[src/rtl/switch_bounce_gen_if.sv]
// Level-command / bouncing-switch bundle between a command source and switch_bounce_gen.
// master = command source, slave = the bounce generator.
interface switch_bounce_gen_if;
  logic i_Level;
  logic o_Switch;
  logic o_Busy;
  logic o_Done;

  modport master (
    output i_Level,
    input  o_Switch,
    input  o_Busy,
    input  o_Done
  );

  modport slave (
    input  i_Level,
    output o_Switch,
    output o_Busy,
    output o_Done
  );
endinterface

[src/rtl/switch_bounce_gen.sv]
// Turns a clean level command into a bouncing switch waveform followed by a settle hold.
// Define SWITCH_BOUNCE_GEN_LFSR_EN to randomise edge gaps with a 16-bit Galois LFSR.
module switch_bounce_gen #(
  parameter int unsigned BOUNCE_COUNT  = 3,
  parameter int unsigned MIN_GAP       = 1000,
`ifdef SWITCH_BOUNCE_GEN_LFSR_EN
  parameter logic [15:0] GAP_MASK      = 16'h0FFF,
  parameter logic [15:0] LFSR_SEED     = 16'hACE1,
`endif
  parameter int unsigned SETTLE_CYCLES = 250000
) (
  input  logic               i_Clk,
  input  logic               i_Rst_L,
  switch_bounce_gen_if.slave sw_if
);

`ifdef SWITCH_BOUNCE_GEN_LFSR_EN
  localparam int unsigned GAP_MAX = MIN_GAP + 32'(GAP_MASK);
`else
  localparam int unsigned GAP_MAX = MIN_GAP;
`endif
  localparam int unsigned GAP_W      = ($clog2(GAP_MAX + 1) > 1) ? $clog2(GAP_MAX + 1) : 1;
  localparam int unsigned REM_W      = ($clog2(BOUNCE_COUNT + 1) > 1) ? $clog2(BOUNCE_COUNT + 1) : 1;
  localparam int unsigned SETTLE_EFF = (SETTLE_CYCLES == 0) ? 1 : SETTLE_CYCLES;
  localparam int unsigned HOLD_W     = ($clog2(SETTLE_EFF + 1) > 1) ? $clog2(SETTLE_EFF + 1) : 1;

  typedef enum logic [1:0] {
    ST_IDLE   = 2'd0,
    ST_BOUNCE = 2'd1,
    ST_SETTLE = 2'd2
  } state_e;

  state_e             state_q,  state_d;
  logic               level_q;
  logic               target_q, target_d;
  logic               switch_q, switch_d;
  logic               busy_q,   busy_d;
  logic               done_q,   done_d;
  logic [REM_W-1:0]   rem_q,    rem_d;
  logic [GAP_W-1:0]   gap_q,    gap_d;
  logic [HOLD_W-1:0]  hold_q,   hold_d;
  logic [GAP_W-1:0]   gap_load_c;

`ifdef SWITCH_BOUNCE_GEN_LFSR_EN
  localparam logic [15:0] LFSR_TAPS = 16'hB400;
  localparam logic [15:0] SEED_EFF  = (LFSR_SEED == 16'h0000) ? 16'hACE1 : LFSR_SEED;

  logic [15:0] lfsr_q, lfsr_d;

  // Right-shifting Galois form of x^16+x^14+x^13+x^11+1; free-runs in every state.
  assign lfsr_d = {1'b0, lfsr_q[15:1]} ^ (lfsr_q[0] ? LFSR_TAPS : 16'h0000);

  always_ff @(posedge i_Clk or negedge i_Rst_L) begin
    if (!i_Rst_L) begin
      lfsr_q <= SEED_EFF;
    end else begin
      lfsr_q <= lfsr_d;
    end
  end

  assign gap_load_c = GAP_W'(MIN_GAP + 32'(lfsr_q & GAP_MASK));
`else
  assign gap_load_c = GAP_W'(MIN_GAP);
`endif

  // level_q samples the command; IDLE compares the sampled copy, so the output
  // edge lands one clock after the change is sampled.
  always_ff @(posedge i_Clk or negedge i_Rst_L) begin
    if (!i_Rst_L) begin
      state_q  <= ST_IDLE;
      level_q  <= 1'b0;
      target_q <= 1'b0;
      switch_q <= 1'b0;
      busy_q   <= 1'b0;
      done_q   <= 1'b0;
      rem_q    <= '0;
      gap_q    <= '0;
      hold_q   <= '0;
    end else begin
      state_q  <= state_d;
      level_q  <= sw_if.i_Level;
      target_q <= target_d;
      switch_q <= switch_d;
      busy_q   <= busy_d;
      done_q   <= done_d;
      rem_q    <= rem_d;
      gap_q    <= gap_d;
      hold_q   <= hold_d;
    end
  end

  always_comb begin
    state_d  = state_q;
    target_d = target_q;
    switch_d = switch_q;
    busy_d   = busy_q;
    done_d   = 1'b0;
    rem_d    = rem_q;
    gap_d    = gap_q;
    hold_d   = hold_q;

    unique case (state_q)
      ST_IDLE: begin
        busy_d = 1'b0;
        if (level_q != target_q) begin
          target_d = level_q;
          switch_d = level_q;
          rem_d    = REM_W'(BOUNCE_COUNT);
          gap_d    = gap_load_c;
          busy_d   = 1'b1;
          state_d  = ST_BOUNCE;
        end
      end

      // gap_q counts down to the next output edge; the edge fires on the count of 1.
      ST_BOUNCE: begin
        if (gap_q <= GAP_W'(1)) begin
          if (rem_q != '0) begin
            switch_d = ~switch_q;
            rem_d    = rem_q - REM_W'(1);
            gap_d    = gap_load_c;
          end else begin
            switch_d = target_q;
            gap_d    = '0;
            hold_d   = HOLD_W'(SETTLE_EFF);
            state_d  = ST_SETTLE;
          end
        end else begin
          gap_d = gap_q - GAP_W'(1);
        end
      end

      ST_SETTLE: begin
        if (hold_q <= HOLD_W'(1)) begin
          hold_d  = '0;
          done_d  = 1'b1;
          busy_d  = 1'b0;
          state_d = ST_IDLE;
        end else begin
          hold_d = hold_q - HOLD_W'(1);
        end
      end

      default: begin
        state_d = ST_IDLE;
      end
    endcase
  end

  assign sw_if.o_Switch = switch_q;
  assign sw_if.o_Busy   = busy_q;
  assign sw_if.o_Done   = done_q;

endmodule

[src/flat_wrapper.sv]
// flat-port wrapper written by rule: the top's interface ports become plain ports
module switch_bounce_gen_flat 
#(
  parameter int unsigned BOUNCE_COUNT  = 3,
  parameter int unsigned MIN_GAP       = 1000,

  parameter int unsigned SETTLE_CYCLES = 250000
)
  (i_Clk, i_Rst_L, sw_if_i_Level, sw_if_o_Switch, sw_if_o_Busy, sw_if_o_Done);
  switch_bounce_gen_if sw_if_i ();
  input  logic i_Clk;
  input  logic i_Rst_L;
  input wire logic [$bits(sw_if_i.i_Level)-1:0] sw_if_i_Level;
  output wire logic [$bits(sw_if_i.o_Switch)-1:0] sw_if_o_Switch;
  output wire logic [$bits(sw_if_i.o_Busy)-1:0] sw_if_o_Busy;
  output wire logic [$bits(sw_if_i.o_Done)-1:0] sw_if_o_Done;
  assign sw_if_i.i_Level = sw_if_i_Level;
  assign sw_if_o_Switch = sw_if_i.o_Switch;
  assign sw_if_o_Busy = sw_if_i.o_Busy;
  assign sw_if_o_Done = sw_if_i.o_Done;
  switch_bounce_gen #(.BOUNCE_COUNT(BOUNCE_COUNT), .MIN_GAP(MIN_GAP), .SETTLE_CYCLES(SETTLE_CYCLES)) u_core (.i_Clk(i_Clk), .i_Rst_L(i_Rst_L), .sw_if(sw_if_i));
endmodule
[config.mk]
export PLATFORM = sky130hd
export DESIGN_NAME = switch_bounce_gen_flat
export DESIGN_NICKNAME = d
export VERILOG_FILES = /design/src/rtl/switch_bounce_gen_if.sv /design/src/rtl/switch_bounce_gen.sv /design/src/flat_wrapper.sv
export SDC_FILE = /design/constraint.sdc
export NUM_CORES = 1
export LEC_CHECK = 0
export CORE_MARGIN = 5
export CORE_UTILIZATION = 50
export DETAILED_ROUTE_END_ITERATION = 8
export PLACE_DENSITY = 0.74
export SLEW_MARGIN = 40
export SYNTH_ARGS = -nofsm -noshare
export SYNTH_HDL_FRONTEND = slang
export SYNTH_SLANG_ARGS = --single-unit
export TNS_END_PERCENT = 50
[constraint.sdc]
create_clock -name i_Clk -period 2.3 [get_ports i_Clk]
set_input_delay 0.345 -clock i_Clk [delete_from_list [all_inputs] [get_ports i_Clk]]
set_output_delay 0.345 -clock i_Clk [all_outputs]
set_load 0.01 [all_outputs]
# Word level (Yosys, flattened, before mapping)
# Index checks and enable logic that the tools add are counted.
[classes] n_mux=26 bitwise_logic=1 order_cmp=2 add_sub_neg=3 n_reduce_logical=12 eq_ne=8
[ops] cell="two-way mux 18 bit" n=3
[ops] cell="one-hot mux 18 bit (2 select lines)" n=1
[ops] cell="two-way mux 10 bit" n=3
[ops] cell="one-hot mux 10 bit (2 select lines)" n=1
[ops] cell="less-or-equal comparator 18 x 1 -> 1 bit, second input constant" n=1
[ops] cell="subtractor 18 x 1 -> 18 bit, second input constant" n=1
[ops] cell="two-way mux 2 bit" n=7
[ops] cell="less-or-equal comparator 10 x 1 -> 1 bit, second input constant" n=1
[ops] cell="subtractor 10 x 1 -> 10 bit, second input constant" n=1
[ops] cell="!= test 2 x 1 -> 1 bit, second input constant" n=4
[ops] cell="AND reduction 4 bit" n=2
[ops] cell="nonzero test 2 bit" n=4
[ops] cell="two-way mux 1 bit" n=7
[ops] cell="one-hot mux 2 bit (3 select lines)" n=1
[ops] cell="AND reduction 2 bit" n=3
[ops] cell="AND reduction 3 bit" n=2
[ops] cell="one-hot mux 1 bit (2 select lines)" n=2
[ops] cell="one-hot mux 2 bit (2 select lines)" n=1
[ops] cell="== test 2 x 1 -> 1 bit, second input constant" n=1
[ops] cell="== test 2 bit, second input constant" n=1
[ops] cell="zero test 2 bit" n=1
[ops] cell="!= test 2 bit, second input constant" n=1
[ops] cell="subtractor 2 x 1 -> 2 bit, second input constant" n=1
[ops] cell="!= test 1 bit" n=1
[ops] cell="NOT 1 bit" n=1
[totals] register_bits=37 in_bits=3 wordCells=61

# Depth between registers and ports, before layout
[depth] ltp_word=4 mapped_depth=9 depth_no_buf=7

# Worst setup path before layout
# Ideal clock, no wire load.
[synth_timing] path_kind="register -> register" startpoint="reg u_core.hold_q[6]" endpoint="reg u_core.hold_q[8]" path_slack_ns=0.311 path_buffers=1 stages_incl_launch_ff=7 t_required_ns=2.179 synth_period_minus_slack_ns=1.989 arrival_ns=1.867 cell_sequence="dfrtp_1 -> nor4_4 -> nand4_2 -> o41ai_4 -> buf_6 -> a21oi_1 -> o22a_1"
[synth_via] elab_chain_cells=3
[synth_rtl] item="start, declared" line_no="switch_bounce_gen.sv:41" rtl="logic [HOLD_W-1:0] hold_q, hold_d;"
[synth_rtl] item="start signal, assigned" line_no="switch_bounce_gen.sv:88" rtl="hold_q <= hold_d;"
[synth_rtl] item="subtractor 18 x 1 -> 18 bit or less-or-equal comparator 18 x 1 -> 1 bit (tied branches)" line_no="switch_bounce_gen.sv:140, switch_bounce_gen.sv:134"
[synth_rtl] item="two-way mux 18 bit *" line_no="switch_bounce_gen.sv:134" rtl="if (hold_q <= HOLD_W'(1)) begin"
[synth_rtl] item="one-hot mux 18 bit (2 select lines) *" line_no="switch_bounce_gen.sv:102" rtl="unique case (state_q)"
# Every way passes the cells marked *; elsewhere a longest branch is shown, timed or not.
# A chain may end at the register's enable or synchronous reset.

# Worst setup path after layout
[layout_timing] startpoint="reg u_core.hold_q[6]" endpoint="reg u_core.hold_q[2]"
[layout_via] elab_chain_cells=3
[layout_rtl] item="less-or-equal comparator 18 x 1 -> 1 bit" line_no="switch_bounce_gen.sv:134"
[layout_rtl] item="two-way mux 18 bit" line_no="switch_bounce_gen.sv:134"
[layout_rtl] item="one-hot mux 18 bit (2 select lines)" line_no="switch_bounce_gen.sv:102"
# No other way between the ends.

==> metrics <==
clock tree buffer depth 2; dpl hpwl 3140 um; DP Worst Slack 0.236 ns; Reg2Reg Setup Slack 0.23 ns; FFs w/ async S/R, synth 100%; # DRC 0; final setup skew 0.00633 ns; Clock H-tree levels 2; Final Hold Fails 0; crit-path max cell delay 0.43 ns; static leakage 1.16 nW; Area growth syn-to-layout 12.9%; Sink Count 37; CTS clock-pin slew for the worst setup and hold paths 0.07 ns; CTS tree done; die height 75.0 um; EDFF count, synth 0; synth warn 0; Mapped Avg Cell Area 9.34 um^2; r2r startpoint u_core.hold_q[6]; share of cells above drive strength 1 13.1%; Buf/Inv on CP 1; Routability Congestion 0.828; PnR worst setup slack 0.231 ns; CP Capture Type flip-flop; diode count 0; initial core utilization 52.0%; post-route ant nets 0; Die ar. 0.00562 mm^2; post-synth net total 234; final WL 4420 um; Root Driver clkbuf_8; Worst Tran Pin Value 0.528 ns; # IOs 6; Synth cell types 47; area of the core 0.00406 mm^2; Slew Viols, Final 0; GRT overflow 0; Max-Cap Viols 0; FF-to-FF path depth 6; delay-heaviest family, CP compound AO/OA/AOI/OAI gates; fin util 58.7%; router iterations before antenna repair 4; worst skew pair latency 0.29 ns; IO buf count 5; Req. time, crit path 2.48 ns; initial antenna violation count 0; Die X 75.0 um; Slowest cell on crit path dfrtp_1; post-CTS resize count 0; maximum clock rate 483 MHz; cts hold-fix bufs 0; Power Dens Cells 745 mW/mm^2; Critical Path, Cell by Cell nor4_4 -> nand4_2 -> o41ai_4 -> buf_4 -> o21ai_0 -> a21o_1; crit path time final 2.07 ns; fill count 362; first-pass GRT wire length 7930 um; mapped cell area 0.00211 mm^2; worst hold margin 0.00985 ns; WP data arrival 2.24 ns; Final Net Count 251; post-route setup TNS 0 ns; fin crit share 90.0%; post-DR wirelength/cell 15.0 um; Vias 1761; Worst slew margin 64.8%; crit path kind reg -> reg; Vias/cell 5.99; CP Launch Type flip-flop; postcts setup bufs 0; number of global-route vias before repair 1661; CTS Buf Count 5; initial DRC count 177; RSZ-0062 raised after global routing false; sequential share of the synthesized area 43.9%; Final setup viols 0; Core Rows 23; status finished clean; Hold Crit Class in -> async; worst vdd ir 0.427 mV; CP Max Fanout 17; r2r endpoint u_core.hold_q[2]; total track usage 18.5%; largest net degree at the start of global routing 38; Post-Syn Instances 226; Main synth FF type dfrtp_1; #FFs+latches synth 37
## report_power, final
group          switching (mW)  total [mW]  internal, mW
registers               0.123       0.867         0.743
clock network           0.228       0.581         0.353
logic                   0.156       0.327         0.171
## flip-flops by register name, indices dropped and copies added, names as in the netlist
| name | count |
|---|---|
| u_core.hold_q | 18 |
| u_core.gap_q | 10 |
| u_core.state_q | 2 |
| u_core.sw_if.o_Busy | 1 |
| u_core.target_q | 1 |
| u_core.rem_q | 2 |
| u_core.sw_if.o_Switch | 1 |
| u_core.sw_if.o_Done | 1 |
| u_core.level_q | 1 |
## worst reg2reg max path, stage by stage, from the launching register on
cell and delay, ns:
dfrtp_1 0.43, nor4_4 0.38, nand4_2 0.24, o41ai_4 0.36, buf_4 0.25, o21ai_0 0.10
a21o_1 0.19
## cell type report
cell class                 count  area (um^2)  share of cell area (%)
clock buffer                   7         86.3                    3.62
clock inverter                 1         30.0                    1.26
inverter                      10         37.5                    1.58
multi-input combinational    171         1090                    46.0
sequential                    37          926                    38.9
tap                           50         62.6                    2.63
timing repair buffer          18          145                    6.09
## metrics by stage
| step | std cells | power, mW | cell area [um^2] |
|---|---|---|---|
| floorplan | 226 | 1.08 | 2110 |
| global placement | 286 | 1.19 | 2260 |
| detailed placement | 286 | 1.20 | 2260 |
| CTS | 294 | 1.79 | 2380 |
| global route | 294 | 1.88 | 2380 |
| finish | 294 | 1.78 | 2380 |
## layout by cell type, fill, tap and decap left out, drive strengths merged, types with 4 or more instances in the layout
cell            n
nand2          18
nor2           21
dfrtp          37
nor4            7
clkdlybuf4s50   4
a31oi           6
buf            14
ha              5
clkbuf          7
a21o            7
o21ai          14
a21oi          26
inv            10
o22a            5
nand3           4
nor3           15
## layer usage
metal  global-route usage [%]  up-vias  part of all wire [%]
li1                         -      879                     -
met1                     27.7      836                    50
met2                     26.6       39                    45
met3                     3.20        7                   3.9
met4                     7.31        0                   1.6
met5                        0        -                     0
## worst max-delay path by stage
stage / slack [ns] / start / end / depth (start not counted)
floorplan: 0.31 / u_core.hold_q[6] / u_core.hold_q[8] / 6
global placement: 0.28 / u_core.hold_q[7] / u_core.hold_q[13] / 6
detailed placement: 0.24 / u_core.hold_q[6] / u_core.hold_q[2] / 6
CTS: 0.22 / u_core.hold_q[6] / u_core.hold_q[2] / 6
global route: 0.03 / u_core.hold_q[6] / u_core.hold_q[13] / 6
finish: 0.23 / u_core.hold_q[6] / u_core.hold_q[2] / 6
## cell usage after synthesis (all sizes together), types with 5 or more instances
cell type | number | area, um^2
a21o | 7 | 52.6
a21oi | 26 | 130
a31oi | 6 | 37.5
dfrtp | 37 | 926
ha | 5 | 62.6
inv | 10 | 37.5
nand2 | 18 | 67.6
nor2 | 21 | 78.8
nor3 | 15 | 75.1
nor4 | 7 | 88.8
o21ai | 14 | 70.1
o22a | 5 | 43.8
## logic make-up (layout without fill, tap and decap cells)
kind of cell / count (synthesis) / after routing / share of synthesized area (%)
buffers and inverters: 18 / 36 / 4.27
AO/OA/AOI/OAI: 78 / 78 / 24.8
XOR/XNOR: 1 / 1 / 0.415
multiplexers: 3 / 3 / 1.54
AND/OR/NAND/NOR: 84 / 84 / 22.2
flip-flops: 37 / 37 / 43.9
adder cells (fa/ha/maj): 5 / 5 / 2.96
Note: power is estimated with default switching activity, not from simulation.
